[config.mk]
export PLATFORM = sky130hd
export DESIGN_NAME = hex_scan_ctrl
export DESIGN_NICKNAME = d
export VERILOG_FILES = /design/src/rtl/hex_disp_pkg.sv /design/src/rtl/hex_decoder.sv /design/src/rtl/hex_scan_ctrl.sv
export SDC_FILE = /design/constraint.sdc
export NUM_CORES = 1
export LEC_CHECK = 0
export ABC_AREA = 1
export BUFFER_PORTS_ARGS = -buffer_cell sky130_fd_sc_hd__buf_4
export CORE_AREA = 8 8 88 129
export CTS_CLUSTER_DIAMETER = 30
export DETAILED_ROUTE_END_ITERATION = 10
export DIE_AREA = 0 0 96 137
export GPL_TIMING_DRIVEN = 0
export PLACE_DENSITY = 0.79
export SLEW_MARGIN = 0
export SYNTH_ARGS = -nofsm -noshare
export SYNTH_HDL_FRONTEND = slang
export SYNTH_HIERARCHICAL = 1
export SYNTH_SLANG_ARGS = --single-unit
[constraint.sdc]
create_clock -name clk -period 3.2 [get_ports clk]
set_input_delay 0.48 -clock clk [delete_from_list [all_inputs] [get_ports clk]]
set_output_delay 0.48 -clock clk [all_outputs]
set_load 0.05 [all_outputs]
[src/rtl/hex_disp_pkg.sv]
// Shared types and constants for the multiplexed seven-segment display block.
// Scan states, blank encodings and the leading-zero test used during digit select.
package hex_disp_pkg;

  localparam int unsigned MAX_DIGITS = 8;
  localparam int unsigned NIB_W      = 4;
  localparam int unsigned DATA_W     = MAX_DIGITS * NIB_W;
  localparam int unsigned SEG_W      = 7;

  typedef enum logic {
    BLANK = 1'b0,
    SHOW  = 1'b1
  } scan_state_e;

  localparam logic [SEG_W-1:0]      SEG_BLANK = 7'h7F;
  localparam logic [MAX_DIGITS-1:0] ANODE_OFF = 8'hFF;

  // True when every nibble from idx up to the top scanned digit is zero.
  function automatic logic lead_zero(input logic [DATA_W-1:0] val,
                                     input logic [2:0]        idx,
                                     input int unsigned       digits);
    logic z;
    z = 1'b1;
    for (int unsigned k = 0; k < MAX_DIGITS; k++) begin
      if ((k >= 32'(idx)) && (k < digits) && (val[NIB_W*k +: NIB_W] != 4'h0)) begin
        z = 1'b0;
      end
    end
    return z;
  endfunction

endpackage

[src/rtl/hex_decoder.sv]
// Combinational hex nibble to active-low seven-segment pattern (gfedcba).
module hex_decoder (
  input  logic [3:0] hex,
  output logic [6:0] seg_c
);

  always_comb begin
    seg_c = 7'h7F;
    case (hex)
      4'h0: seg_c = 7'h40;
      4'h1: seg_c = 7'h79;
      4'h2: seg_c = 7'h24;
      4'h3: seg_c = 7'h30;
      4'h4: seg_c = 7'h19;
      4'h5: seg_c = 7'h12;
      4'h6: seg_c = 7'h02;
      4'h7: seg_c = 7'h78;
      4'h8: seg_c = 7'h00;
      4'h9: seg_c = 7'h10;
      4'hA: seg_c = 7'h08;
      4'hB: seg_c = 7'h03;
      4'hC: seg_c = 7'h46;
      4'hD: seg_c = 7'h21;
      4'hE: seg_c = 7'h06;
      4'hF: seg_c = 7'h0E;
      default: seg_c = 7'h7F;
    endcase
  end

endmodule

[src/rtl/hex_scan_ctrl.sv]
// Scan controller and write arbiter for an 8-digit multiplexed seven-segment display.
// Pending value is latched into the shown value only when a frame begins.
module hex_scan_ctrl
  import hex_disp_pkg::*;
#(
  parameter int unsigned DIGITS       = 8,
  parameter int unsigned PRESCALE     = 50000,
  parameter int unsigned BLANK_CYCLES = 500
) (
  input  logic        clk,
  input  logic        rst,
  input  logic        cpu_we,
  input  logic [31:0] cpu_data,
  input  logic        dbg_we,
  input  logic [31:0] dbg_data,
  input  logic        dbg_hold,
  input  logic        lzb_en,
  output logic        cpu_ack,
  output logic        dbg_ack,
  output logic [6:0]  to_hex,
  output logic [7:0]  to_hex_ans
);

  localparam int unsigned CNT_MAX = (PRESCALE > BLANK_CYCLES) ? PRESCALE : BLANK_CYCLES;
  localparam int unsigned CNT_W   = (CNT_MAX > 1) ? $clog2(CNT_MAX) : 1;
  localparam int unsigned IDX_W   = 3;

  localparam logic [CNT_W-1:0] SHOW_LAST  = CNT_W'(PRESCALE - 1);
  localparam logic [CNT_W-1:0] BLANK_LAST = CNT_W'(BLANK_CYCLES - 1);
  localparam logic [IDX_W-1:0] IDX_LAST   = IDX_W'(DIGITS - 1);

  scan_state_e            state_q, state_d;
  logic [CNT_W-1:0]       cnt_q, cnt_d;
  logic [IDX_W-1:0]       idx_q, idx_d;
  logic [DATA_W-1:0]      pending_q, pending_d;
  logic [DATA_W-1:0]      shown_q, shown_d;
  logic [SEG_W-1:0]       to_hex_q, to_hex_d;
  logic [MAX_DIGITS-1:0]  to_hex_ans_q, to_hex_ans_d;
  logic                   cpu_ack_q, cpu_ack_d;
  logic                   dbg_ack_q, dbg_ack_d;

  logic [NIB_W-1:0]       nibble_c;
  logic [SEG_W-1:0]       seg_c;
  logic                   blank_digit_c;

  assign nibble_c      = shown_q[{idx_q, 2'b00} +: NIB_W];
  assign blank_digit_c = lzb_en && (idx_q != '0) && lead_zero(shown_q, idx_q, DIGITS);

  hex_decoder u_hex_decoder (
    .hex   (nibble_c),
    .seg_c (seg_c)
  );

  // Write arbitration: debug has priority, CPU is gated by dbg_hold.
  always_comb begin
    pending_d = pending_q;
    cpu_ack_d = 1'b0;
    dbg_ack_d = 1'b0;
    if (dbg_we) begin
      pending_d = dbg_data;
      dbg_ack_d = 1'b1;
    end else if (cpu_we && !dbg_hold) begin
      pending_d = cpu_data;
      cpu_ack_d = 1'b1;
    end
  end

  // Scan sequencer; segment and anode registers change only on state transitions.
  always_comb begin
    state_d      = state_q;
    cnt_d        = cnt_q + CNT_W'(1);
    idx_d        = idx_q;
    shown_d      = shown_q;
    to_hex_d     = to_hex_q;
    to_hex_ans_d = to_hex_ans_q;
    case (state_q)
      BLANK: begin
        if (cnt_q == BLANK_LAST) begin
          state_d = SHOW;
          cnt_d   = '0;
          if (blank_digit_c) begin
            to_hex_d     = SEG_BLANK;
            to_hex_ans_d = ANODE_OFF;
          end else begin
            to_hex_d     = seg_c;
            to_hex_ans_d = ~(MAX_DIGITS'(1) << idx_q);
          end
        end
      end
      SHOW: begin
        if (cnt_q == SHOW_LAST) begin
          state_d      = BLANK;
          cnt_d        = '0;
          idx_d        = (idx_q == IDX_LAST) ? '0 : idx_q + IDX_W'(1);
          to_hex_d     = SEG_BLANK;
          to_hex_ans_d = ANODE_OFF;
          // Frame snapshot: a write landing this same cycle waits for the next frame.
          if (idx_d == '0) begin
            shown_d = pending_q;
          end
        end
      end
      default: begin
        state_d = BLANK;
        cnt_d   = '0;
      end
    endcase
  end

  always_ff @(posedge clk) begin
    if (rst) begin
      state_q      <= BLANK;
      cnt_q        <= '0;
      idx_q        <= '0;
      pending_q    <= '0;
      shown_q      <= '0;
      to_hex_q     <= SEG_BLANK;
      to_hex_ans_q <= ANODE_OFF;
      cpu_ack_q    <= 1'b0;
      dbg_ack_q    <= 1'b0;
    end else begin
      state_q      <= state_d;
      cnt_q        <= cnt_d;
      idx_q        <= idx_d;
      pending_q    <= pending_d;
      shown_q      <= shown_d;
      to_hex_q     <= to_hex_d;
      to_hex_ans_q <= to_hex_ans_d;
      cpu_ack_q    <= cpu_ack_d;
      dbg_ack_q    <= dbg_ack_d;
    end
  end

  assign to_hex     = to_hex_q;
  assign to_hex_ans = to_hex_ans_q;
  assign cpu_ack    = cpu_ack_q;
  assign dbg_ack    = dbg_ack_q;

endmodule
; ---- Word level (Yosys, flattened, before mapping)
; Memory sizes are Yosys's and may differ from the RTL's.
; Index checks and enable logic that the tools add are counted.
[classes]
n_addsub = 2
order_cmp = 7
n_eq_ne = 5
shifts = 2
muxes = 27
bitwise_logic = 2
n_reduce_logical = 26
[ops]
columns = op, count
row1 = 32-bit 2-to-1 mux, 2
row2 = 16-bit 2-to-1 mux, 2
row3 = 16-bit case mux with 2 select lines, 1
row4 = 4-bit nonzero test, 8
row5 = 32-bit by 6-bit indexed part select with 4-bit output, 1
row6 = 8-bit 2-to-1 mux, 3
row7 = 7-bit 2-to-1 mux, 3
row8 = "16-bit by 1-bit adder with 16-bit output, second input constant", 1
row9 = "16-bit == test, second input constant", 1
row10 = "16-bit by 9-bit == test with 1-bit output, second input constant", 1
row11 = 8-bit case mux with 2 select lines, 1
row12 = 7-bit case mux with 2 select lines, 1
row13 = 1-bit 2-to-1 mux, 12
row14 = 1-bit logical AND, 10
row15 = "3-bit >= comparator, first input constant", 3
row16 = 8-bit inverter, 1
row17 = "1-bit by 3-bit << shifter with 8-bit output, first input constant", 1
row18 = "1-bit by 3-bit >= comparator with 1-bit output, first input constant", 2
row19 = "2-bit by 3-bit >= comparator with 1-bit output, first input constant", 2
row20 = 2-bit AND reduction, 2
row21 = "3-bit by 1-bit adder with 3-bit output, second input constant", 1
row22 = "3-bit == test, second input constant", 1
row23 = 3-bit zero test, 1
row24 = 3-bit 2-to-1 mux, 1
row25 = 9 further kinds, 9
[totals]
regBits = 101
mem_bits_ro = 112
input_bits = 70
out_inout_bits = 17
wordCells = 81
memories = 1
[mem_list]
columns = name, words, word_bits, read_ports, rd_clocked_by_memory_dff, write_ports, line
row1 = (no name shown), 16, 7, 1, 0, 0, hex_decoder.sv:9  ; case (hex)

; ---- Depth between registers and ports, before layout
; Gate-level depths: netlist (run 1).
[depth]
ltp_word = 14
depth_mapped = 17
depth_no_buf = 16

; ---- Hierarchy
; Netlist (run 1), hierarchy kept.
[by_module_without_submodules]
columns = mod, n_inst, cells_each, area_each_um2, seq_area_each_um2
row1 = hex_scan_ctrl, 1, 681, 4855.9, 2021.9
row2 = hex_decoder, 1, 49, 274.0, 0.0

; ---- Worst setup path after synthesis (run 1)
; No wires, ideal clock.
[synth_path]
path_type = reg-to-reg
start = reg idx_q[0]
end = reg to_hex_q[3] (netlist: to_hex[3])
setup_ns = 0.114
arrival_ns = 2.135
required_ns = 3.086
setup_slack_ns = 0.951
stages_incl_launch_ff = 14
n_path_buf = 2
synth_period_minus_slack_ns = 2.249
cell_sequence = dfxtp_1 > clkbuf_2 > clkbuf_1 > o21ai_0 > o2111ai_1 > inv_1 > ha_1 > nand2_1 > nand3_1 > nand2_1 > nor2_1 > nand2_1 > nor2_1 > nor2_1
[synth_between]
word_cells_on_any_way = 30
cone_classes = 7 x order compare / 1 x shift / 11 x mux / 10 x reduce/logical / 1 x memory
[synth_lines]
columns = item, line
row1 = start: declaration, hex_scan_ctrl.sv:34  ; logic [IDX_W-1:0] idx_q, idx_d;
row2 = start signal: assignment, hex_scan_ctrl.sv:124  ; idx_q <= idx_d;
row3 = 32-bit by 6-bit indexed part select with 4-bit output, hex_scan_ctrl.sv:46  ; assign nibble_c = shown_q[{idx_q, 2'b00} +: NIB_W];
row4 = net nibble_c[1], hex_scan_ctrl.sv:42  ; logic [NIB_W-1:0] nibble_c;
row5 = memory 16 x 7 bit, -
row6 = net seg_c[3], hex_scan_ctrl.sv:43  ; logic [SEG_W-1:0] seg_c;
row7 = 7-bit 2-to-1 mux, hex_scan_ctrl.sv:81  ; if (blank_digit_c) begin
row8 = 7-bit 2-to-1 mux, hex_scan_ctrl.sv:78  ; if (cnt_q == BLANK_LAST) begin
row9 = 7-bit case mux with 2 select lines, hex_scan_ctrl.sv:76  ; case (state_q)
row10 = end signal: assignment, hex_scan_ctrl.sv:127  ; to_hex_q <= to_hex_d;
row11 = end: declaration, hex_scan_ctrl.sv:37  ; logic [SEG_W-1:0] to_hex_q, to_hex_d;
; The timed path passes the listed nets, and every way through them passes these cells. The select of a mux whose other input is x is not followed.
; A chain may end at the register's enable or synchronous reset.

; ---- Worst setup path after layout (run 1)
; Same ends and word-level chain as after synthesis.

==> impl_metrics.yaml, run 1 <==
route:
  drc: 0
  dr.pass1.iters: 5
  vias: 5062
  wl_per_cell_um: 14.5
  wirelength_mm: 13.8
  via_per_inst: 5.35
  drtAntennaViolNets: 0
  drt_iter0_drc: 240
floorplanning:
  die_y_um: 137
  die_area_um2: 13200
  die_w_um: 96
  core_um2: 9520
  start_util_pct: 53.9
  rows: 44
  io_pins: 87
clock_tree:
  htree_levels: 3
  cts_setup_buffers: 0
  hold_buffers: 0
  cts_buffers: 9
  root_buffer: "clkbuf_16"
  cts_sinks: 101
  clkLatencyLatePin_ns: 0.34
  clkTransAtPathRegs_ns: 0.07
  cts-resized-gates: 0
  cts_tree: "built"
  cts.path.max_buffers: 2
global_route:
  antenna_found_initial: 0
  grt_pass1_wl_mm: 22.8
  grt_max_degree: 18
  gr-total-overflow: 0
  grt_usage_pct: 21.8
  grt_pass1_vias: 5099
layout:
  multi_input_area_um2: 2710
  n_fill_cell: 922
  final_cells: 946
  drive_gt1_share_pct: 17.1
  seqCellArea_um2: 2020
  antenna_cells: 0
  layout_common_cells: "184 x nand2_1, 115 x nor2_1, 101 x dfxtp_1"
  final_common_cell: "nand2_1"
  area_growth_pct: 20.8
  final_util_pct: 65.0
  fin_nets: 911
timing:
  max_freq_mhz: 353
  rsz0062_at_grt: "false"
  tightest_slew_ns: 0.592
  period_share_pct: 88.6
  maxSlewHeadroom_pct: 60.5
  hold_ws_ns: 0.389
  finalHoldViolCount: 0
  finClkSkew_ns: 0.00492
  drv_slew: 0
  fin_tns_setup_ns: 0
  finalSetupViolations: 0
  finalCriticalPeriod_ns: 2.84
status:
  outcome: "finished, final reports clean"
synth:
  netlist_instances: 730
  syn_area_um2: 5130
  yosysWarnings: 6
  yosysTopAreaCellShare_pct: 39.4
  yosysTopAreaCell: "dfxtp_1"
  seq_area_frac_synth_pct: 39.4
  syn_nets: 815
  yosysUniqueCellTypes: 34
  synth.ff_latch_count: 101
  yosys-top-cells-area: "dfxtp_1 39%, nand2_1 13%, nor2_1 8.4%"
  syn_avg_cell_area_um2: 7.03
placed_design:
  portBuffers: 85
  gp_congestion: 0.917
  hpwl_mm: 10.9
  placed_cells: 930
power_and_ir_drop:
  ir_drop_uv: 399
  pwr-share-clk_pct: 40.9
  cellPowerDensity_nw_per_um2: 411
  netSwitchingFraction_pct: 23.9
  power.switching_w: 0.000609
  finalPower_w: 0.00255
  combPwrFrac_pct: 7.5
  pwr-share-seq_pct: 51.6
  internal_power_w: 0.00194
  leakage_nw: 2.58
min_path:
  whs_path_depth: 4
  hold_class: "in -> reg"
critical_path:
  r2r.worst_path.cells: 13
  critical_path_class: "reg -> reg"
  crit_arrival_ns: 3.07
  path_max_fanout: 10
  start_kind: "flop"
  cp.required_ns: 3.44
  cp-end-kind: "flop"
run:
  max_cap_violations: 0
## registers in the layout, indices dropped and copies added (netlist names)
| name | count |
|---|---|
| cnt_q | 16 |
| cpu_ack | 1 |
| dbg_ack | 1 |
| idx_q | 3 |
| pending_q | 32 |
| shown_q | 32 |
| state_q | 1 |
| to_hex | 7 |
| to_hex_ans | 8 |
## synth_stat cells
master / count
nand2_1: 184
nor2_1: 115
dfxtp_1: 101
o21ai_0: 44
a21oi_1: 37
nand4_1: 34
inv_1: 33
a31oi_1: 32
clkbuf_1: 28
nand3_1: 27
ha_1: 15
nor3_1: 11
buf_6: 9
xor2_1: 8
inv_2: 7
nor2_2: 6
o211ai_1: 6
buf_2: 4
nand2_2: 3
nand3_2: 3
o2111ai_1: 3
xnor2_1: 3
a211oi_1: 2
buf_4: 2
nand3_4: 2
o21a_1: 2
o21ai_1: 2
clkbuf_2: 1
clkinv_1: 1
nand2_4: 1
nand4_2: 1
nor2_8: 1
nor3b_1: 1
o21ai_2: 1
## cell type report
cell class	count	share of cell area (%)
buffer	44	3.98
clock buffer	10	3.86
sequential	101	32.6
multi-input combinational	544	43.7
tap	115	2.32
inverter	41	2.48
clock inverter	6	0.707
timing repair buffer	85	10.3
## power by group through the flow
| stage | registers [W] | clock network (W) | logic [W] |
|---|---|---|---|
| 6_report | 0.00132 | 0.00104 | 0.000191 |
| 2_1_floorplan | 0.00134 | 0 | 0.0000926 |
| 3_3_place_gp | 0.00134 | 0 | 0.000186 |
| 4_1_cts | 0.00131 | 0.00104 | 0.000192 |
| 5_1_grt | 0.00132 | 0.00110 | 0.000213 |
| 3_5_place_dp | 0.00134 | 0 | 0.000192 |
## final timing paths
kind | slack (ns) | to | from
setup / recovery | 0.36 | to_hex[3]$_SDFFE_PP1P_ | idx_q[0]$_SDFFE_PP0P_
setup reg to reg | 0.36 | to_hex[3]$_SDFFE_PP1P_ | idx_q[0]$_SDFFE_PP0P_
hold / removal | 0.39 | cpu_ack$_SDFF_PP0_ | dbg_hold
hold reg to reg | 0.45 | cnt_q[0]$_SDFF_PP0_ | cnt_q[0]$_SDFF_PP0_
## through the flow
step	cell area, um^2	worst slack (ns)
3_3_place_gp	5910	0.462
5_1_grt	6190	0.0321
4_1_cts	6190	0.407
6_report	6190	0.365
2_1_floorplan	5130	0.951
3_5_place_dp	5910	0.423
## per-layer routing
metal	track usage (%)	routed length (um)	up-vias
met3	3.84	570	24
met5	0	0	-
met2	41.0	7460	130
met4	7.98	296	0
li1	-	-	2614
met1	22.8	5430	2294
## worst max-delay path: stages (launching register included)
cell and delay (ns):
dfxtp_1 0.41, clkbuf_2 0.21, clkbuf_1 0.38, o21ai_0 0.17
o2111ai_1 0.52, inv_1 0.22, ha_1 0.36, nand2_1 0.07
nand3_1 0.08, nand2_1 0.05, nor2_1 0.08, nand2_1 0.06
nor2_1 0.08, nor2_1 0.04
## cell families (layout without fill, tap and decap cells)
family                   count (synthesis)  in the layout  share of synthesized area, %
AO/OA/AOI/OAI                          129            129                          14.1
XOR/XNOR                                11             11                          1.88
adder cells (fa/ha/maj)                 15             15                          3.66
buffers and inverters                   85            186                          7.80
flip-flops                             101            101                          39.4
AND/OR/NAND/NOR                        389            389                          33.1
(Power assumes the default switching activity.)
==> run 2, diff against run 1 <==
Settings changed: TNS_END_PERCENT set to 50.
Clock period 3.2 ns to 3.1 ns, I/O delays scaled along.
==> run 2 against run 1 <==
Total power up 3.4%. Die area is the same. Clock power rose by 4%. Largest cell class unchanged.
==> impl_metrics.yaml, run 2 (synthesis gave the netlist of run 1 again) <==
status:
  outcome: "finished, final reports clean"
critical_path:
  rrSetupSlack_ns: 0.47
  slowest_delay_ns: 0.41
  path_max_fanout: 10
  cp_slowest_cell: "dfxtp_1"
  critPathBufInv: 3
  r2r_end: "to_hex[3]$_SDFFE_PP1P_"
  r2r.worst_path.cells: 13
  critical-path-top-delay-family: "buffers and inverters"
  crit_path_cell_trace: "clkbuf_2 -> clkbuf_1 -> o21ai_0 -> o2111ai_2 -> inv_1 -> ha_1 -> nand2_1 -> nand3_1 -> nand2_1 -> nor2_1 -> nand2_1 -> nor2_1 -> nor2_1"
  cp-end-kind: "flop"
  r2r_start: "idx_q[0]$_SDFFE_PP0P_"
  crit_arrival_ns: 2.88
  critical_path_class: "reg -> reg"
  start_kind: "flop"
  cp.required_ns: 3.34
route:
  vias: 5054
  met2_length_mm: 7.45
  m1WireLength_mm: 5.42
  drtAntennaViolNets: 0
  wirelength_mm: 13.8
  dr.pass1.iters: 5
  drc: 0
  dr_wl_met3_um: 599
  top_layer: "met4"
  via_per_inst: 5.34
  drt_iter0_drc: 254
  wl_per_cell_um: 14.5
timing:
  max_freq_mhz: 380
  fin_tns_setup_ns: 0
  finalSetupViolations: 0
  tightest_slew_ns: 0.606
  finClkSkew_ns: 0.00593
  drv_slew: 0
  rsz0062_at_grt: "false"
  finalCriticalPeriod_ns: 2.63
  hold_ws_ns: 0.374
  period_share_pct: 85.0
  finalHoldViolCount: 0
  maxSlewHeadroom_pct: 59.6
layout:
  fin_nets: 911
  reg.largest.list: "pending_q: 32 flops, shown_q: 32 flops, cnt_q: 16 flops"
  multi_input_area_um2: 2710
  final_common_cell: "nand2_1"
  layout_common_cells: "184 x nand2_1, 115 x nor2_1, 101 x dfxtp_1"
  antenna_cells: 0
  drive_gt1_share_pct: 17.2
  n_fill_cell: 920
  area_growth_pct: 20.9
  seqCellArea_um2: 2020
  final_util_pct: 65.1
clock_tree:
  cts_sinks: 101
  clkLatencyLatePin_ns: 0.35
  cts.path.max_buffers: 2
  htree_levels: 3
  clkTransAtPathRegs_ns: 0.07
  root_buffer: "clkbuf_16"
  cts_setup_buffers: 0
  cts_buffers: 9
  cts_tree: "built"
placed_design:
  hpwl_mm: 10.9
  gp_congestion: 0.917
  portBuffers: 85
global_route:
  grt_pass1_vias: 5099
  gr-total-overflow: 0
  antenna_found_initial: 0
  grt_pass1_wl_mm: 22.8
  grt_usage_pct: 21.8
  grt_max_degree: 18
power_and_ir_drop:
  cellPowerDensity_nw_per_um2: 425
  ir_drop_uv: 412
  finalPower_w: 0.00263
  leakage_nw: 2.59
min_path:
  whs_path_depth: 4
  hp-start: "dbg_hold"
  hold_end: "cpu_ack$_SDFF_PP0_"
  hold_class: "in -> reg"
floorplanning:
  die_w_um: 96
  die_area_um2: 13200
  die_y_um: 137
  start_util_pct: 53.9
  core_um2: 9520
  io_pins: 87
  rows: 44
run:
  max_cap_violations: 0
[run 2: routing by layer]
layer | GRT usage (%) | vias up
met5 | 0 | -
met4 | 7.98 | 0
met3 | 3.84 | 26
met2 | 41.0 | 135
met1 | 22.8 | 2280
li1 | - | 2613
[run 2: layout make-up]
type,instances,share of cell area [%]
inverters,41,2.48
flip-flops and latches,101,32.6
clock inverters,6,0.706
multi-input cells,544,43.8
plain buffers,44,3.97
clock buffers,10,3.85
well taps,115,2.32
repair buffers,85,10.3
[run 2: tightest hold or removal path, cell delays in order]
cell and delay (ns):
buf_4 0.08, inv_1 0.03, nand2_1 0.07, nor3_1 0.05
[run 2: power breakdown]
group / leakage (nW) / internal (W) / switching [W]
Sequential: 0.823 / 0.00134 / 0.0000221
Combinational: 1.63 / 0.0000948 / 0.000103
Clock: 0.139 / 0.000571 / 0.000508
[run 2: how the worst max path moves through the flow]
stage                           from                      to  slack, ns  cells past startpoint
2_1_floorplan  idx_q[0]$_SDFFE_PP0P_  to_hex[3]$_SDFFE_PP1P_       0.85                     13
3_3_place_gp   idx_q[0]$_SDFFE_PP0P_  to_hex[3]$_SDFFE_PP1P_       0.36                     13
3_5_place_dp   idx_q[0]$_SDFFE_PP0P_  to_hex[3]$_SDFFE_PP1P_       0.32                     13
4_1_cts        idx_q[0]$_SDFFE_PP0P_  to_hex[3]$_SDFFE_PP1P_       0.31                     13
5_1_grt        idx_q[1]$_SDFFE_PP0P_  to_hex[3]$_SDFFE_PP1P_       0.19                     15
6_report       idx_q[0]$_SDFFE_PP0P_  to_hex[3]$_SDFFE_PP1P_       0.47                     13
[run 2: timing repair]
item / in CTS / in global routing
setup endpoints to repair: 0 / 3
gates resized for setup: 0 / 1
hold buffers: 0 / 0
[run 2: through the flow]
step	instance area, um^2	setup WS (ns)	std cells
after floorplan	5130	0.851	730
after global placement	5910	0.362	930
after detailed placement	5910	0.323	930
after CTS	6190	0.307	946
after global routing	6200	0.186	946
final	6200	0.465	946
==> run 3, diff against run 2 <==
Settings changed: ABC_AREA 1 to 0, CORE_AREA 8 8 88 129 to 8 8 90 133, DIE_AREA 0 0 96 137 to 0 0 98 141, PLACE_DENSITY 0.79 to 0.75.
Clock period 3.1 ns to 2.15 ns, I/O delays scaled along.
==> run 3 against run 2 <==
The run now ends with setup timing left. Register-to-register slack lost 0.54 ns. Setup slack lost 0.54 ns. Core utilization shrank 1.6 points. First-iteration DRC count shrank 26%. Flip-flop and latch count is the same. Synthesized cell count shrank 27%. Wire length shrank 7.0%. Clock skew grew 0.00070 ns. Die area grew 5.1%. Sequential share of layout area shrank 0.45 points. Critical endpoint unchanged.
==> impl_metrics.yaml, run 3 <==
synth:
  netlist_instances: 531
  syn_avg_cell_area_um2: 9.19
  synth.top_cells.by_count: "101 x dfxtp_1, 86 x nand2_1, 69 x nor2_1"
  yosysTopAreaCellShare_pct: 41.4
  synthArstFlopShare_pct: 0
  syn_nets: 616
  syn_area_um2: 4880
  synth.ff_latch_count: 101
  yosysTopAreaCell: "dfxtp_1"
  yosysUniqueCellTypes: 52
  synthFlopType: "dfxtp_1"
  yosysWarnings: 6
  yosys-top-cells-area: "dfxtp_1 41%, mux2i_1 8.0%, nand2_1 6.6%"
  yosysMostFrequentCell: "dfxtp_1"
  seq_area_frac_synth_pct: 41.4
  synth_edf_count: 0
power_and_ir_drop:
  pwr-share-clk_pct: 39.9
  cellPowerDensity_nw_per_um2: 599
  internal_power_w: 0.00291
  combPwrFrac_pct: 8.4
  netSwitchingFraction_pct: 23.2
  ir_drop_uv: 417
  power.switching_w: 0.000879
  leakage_nw: 2.53
  pwr-share-seq_pct: 51.7
critical_path:
  start_kind: "flop"
  critical_path_class: "reg -> reg"
  crit_arrival_ns: 2.46
  cp.required_ns: 2.38
  path_max_fanout: 5
  cp-end-kind: "flop"
timing:
  period_share_pct: 103
  hold_ws_ns: 0.146
  tightest_slew_ns: 0.711
  finClkSkew_ns: 0.00663
  finalCriticalPeriod_ns: 2.22
  rsz0062_at_grt: "true"
  maxSlewHeadroom_pct: 52.6
  finalHoldViolCount: 0
  max_freq_mhz: 450
  drv_slew: 0
  layout_setup_ws_ns: -0.0735
  finalSetupViolations: 2
placed_design:
  place_area_um2: 5690
  hpwl_mm: 9.75
  portBuffers: 84
  gp_congestion: 0.948
  dp_slack_ns: -0.434
clock_tree:
  clkLatencyLatePin_ns: 0.34
  root_buffer: "clkbuf_16"
  htree_levels: 3
  clkTransAtPathRegs_ns: 0.07
  cts_sinks: 101
  cts_tree: "built"
  cts_buffers: 9
  cts.path.max_buffers: 2
run:
  max_cap_violations: 0
route:
  wl_per_cell_um: 16.6
  vias: 4264
  drtAntennaViolNets: 0
  dr.pass1.iters: 4
  drc: 0
  wirelength_mm: 12.8
  drt_iter0_drc: 188
  via_per_inst: 5.53
floorplanning:
  die_w_um: 98
  io_pins: 87
  core_um2: 9970
  start_util_pct: 49.0
  die_area_um2: 13800
  rows: 45
  die_y_um: 141
status:
  outcome: "finished, violations left"
  violations: "setup timing"
layout:
  fin_nets: 735
  reg.largest.list: "pending_q: 32 flops, shown_q: 32 flops, cnt_q: 16 flops"
  area_growth_pct: 29.6
  antenna_cells: 0
  drive_gt1_share_pct: 32.6
  final_common_cell: "buf_4"
  layout_common_cells: "108 x buf_4, 95 x dfxtp_1, 78 x nand2_1"
  final_util_pct: 63.5
  n_fill_cell: 838
  design_area_um2: 6330
  seqCellArea_um2: 2030
  multi_input_area_um2: 2760
global_route:
  grt_pass1_wl_mm: 20.5
  grt_pass1_vias: 4432
  antenna_found_initial: 0
  grt_usage_pct: 18.4
  grt_max_degree: 17
  gr-total-overflow: 0
min_path:
  hold_class: "in -> reg"
==> run 3: kinds of logic after synthesis <==
kind of cell / count (synthesis) / synth area share, %
fa+ha+maj: 15 / 3.85
compound gates: 100 / 16.1
mux: 49 / 12.5
flops: 101 / 41.4
xor+xnor: 13 / 2.33
simple gates: 205 / 19.2
buf+inv: 48 / 4.59
==> run 3: cell type report <==
cell class	instances	area share (%)
Inverter	11	0.831
Timing Repair Buffer	111	13.3
Clock buffer	10	3.78
Clock inverter	5	0.554
Buffer	34	3.48
Tap cell	117	2.31
Sequential cell	101	32.2
Multi-Input combinational cell	382	43.6
==> run 3: path summary, 6_finish.rpt <==
check	startpoint	to	depth (start not counted)	slack, ns
worst max-delay path	idx_q[2]$_SDFFE_PP0P_	to_hex[3]$_SDFFE_PP1P_	9	-0.07
worst min-delay path	dbg_hold	cpu_ack$_SDFF_PP0_	2	0.15
worst max register to register	idx_q[2]$_SDFFE_PP0P_	to_hex[3]$_SDFFE_PP1P_	9	-0.07
worst min register to register	cnt_q[0]$_SDFF_PP0_	cnt_q[0]$_SDFF_PP0_	1	0.46
==> run 3: repair_timing <==
item,in CTS,in global routing
gates resized for setup,25,35
pin swaps,12,18
buffers inserted,16,7
endpoints found under the setup margin,63,59
cloned,0,4
hold buffers,0,0
==> run 3: per-stage QoR <==
stage                     TNS [ns]  total power [W]  cells
after floorplan            -0.0572          0.00216    531
after global placement      -13.52          0.00230    732
after detailed placement    -15.03          0.00231    732
after CTS                   -0.368          0.00381    763
after global routing        -0.403          0.00393    771
final                       -0.113          0.00379    771
==> run 3: per-layer routing <==
metal,global-route usage [%],share of wire (%),vias to the layer above
met4,10.3,3.7,0
met1,17.1,37,1998
met3,3.75,4.0,39
met2,36.0,56,120
li1,-,-,2107
met5,0,0,-
==> run 3: power groups by stage <==
stage          clock [W]  sequential, W  combinational [W]
3_5_place_dp           0        0.00200           0.000306
2_1_floorplan          0        0.00200           0.000164
3_3_place_gp           0        0.00200           0.000295
4_1_cts          0.00154        0.00196           0.000310
6_report         0.00151        0.00196           0.000318
5_1_grt          0.00161        0.00196           0.000351
==> run 3: worst max-delay path, cell delays in order, from the launching register on <==
cell,delay [ns]
dfxtp_2,0.33
clkbuf_8,0.14
mux4_2,0.53
nand2_4,0.13
nand2_8,0.08
inv_4,0.07
ha_1,0.14
inv_1,0.05
mux4_2,0.45
o22a_1,0.19
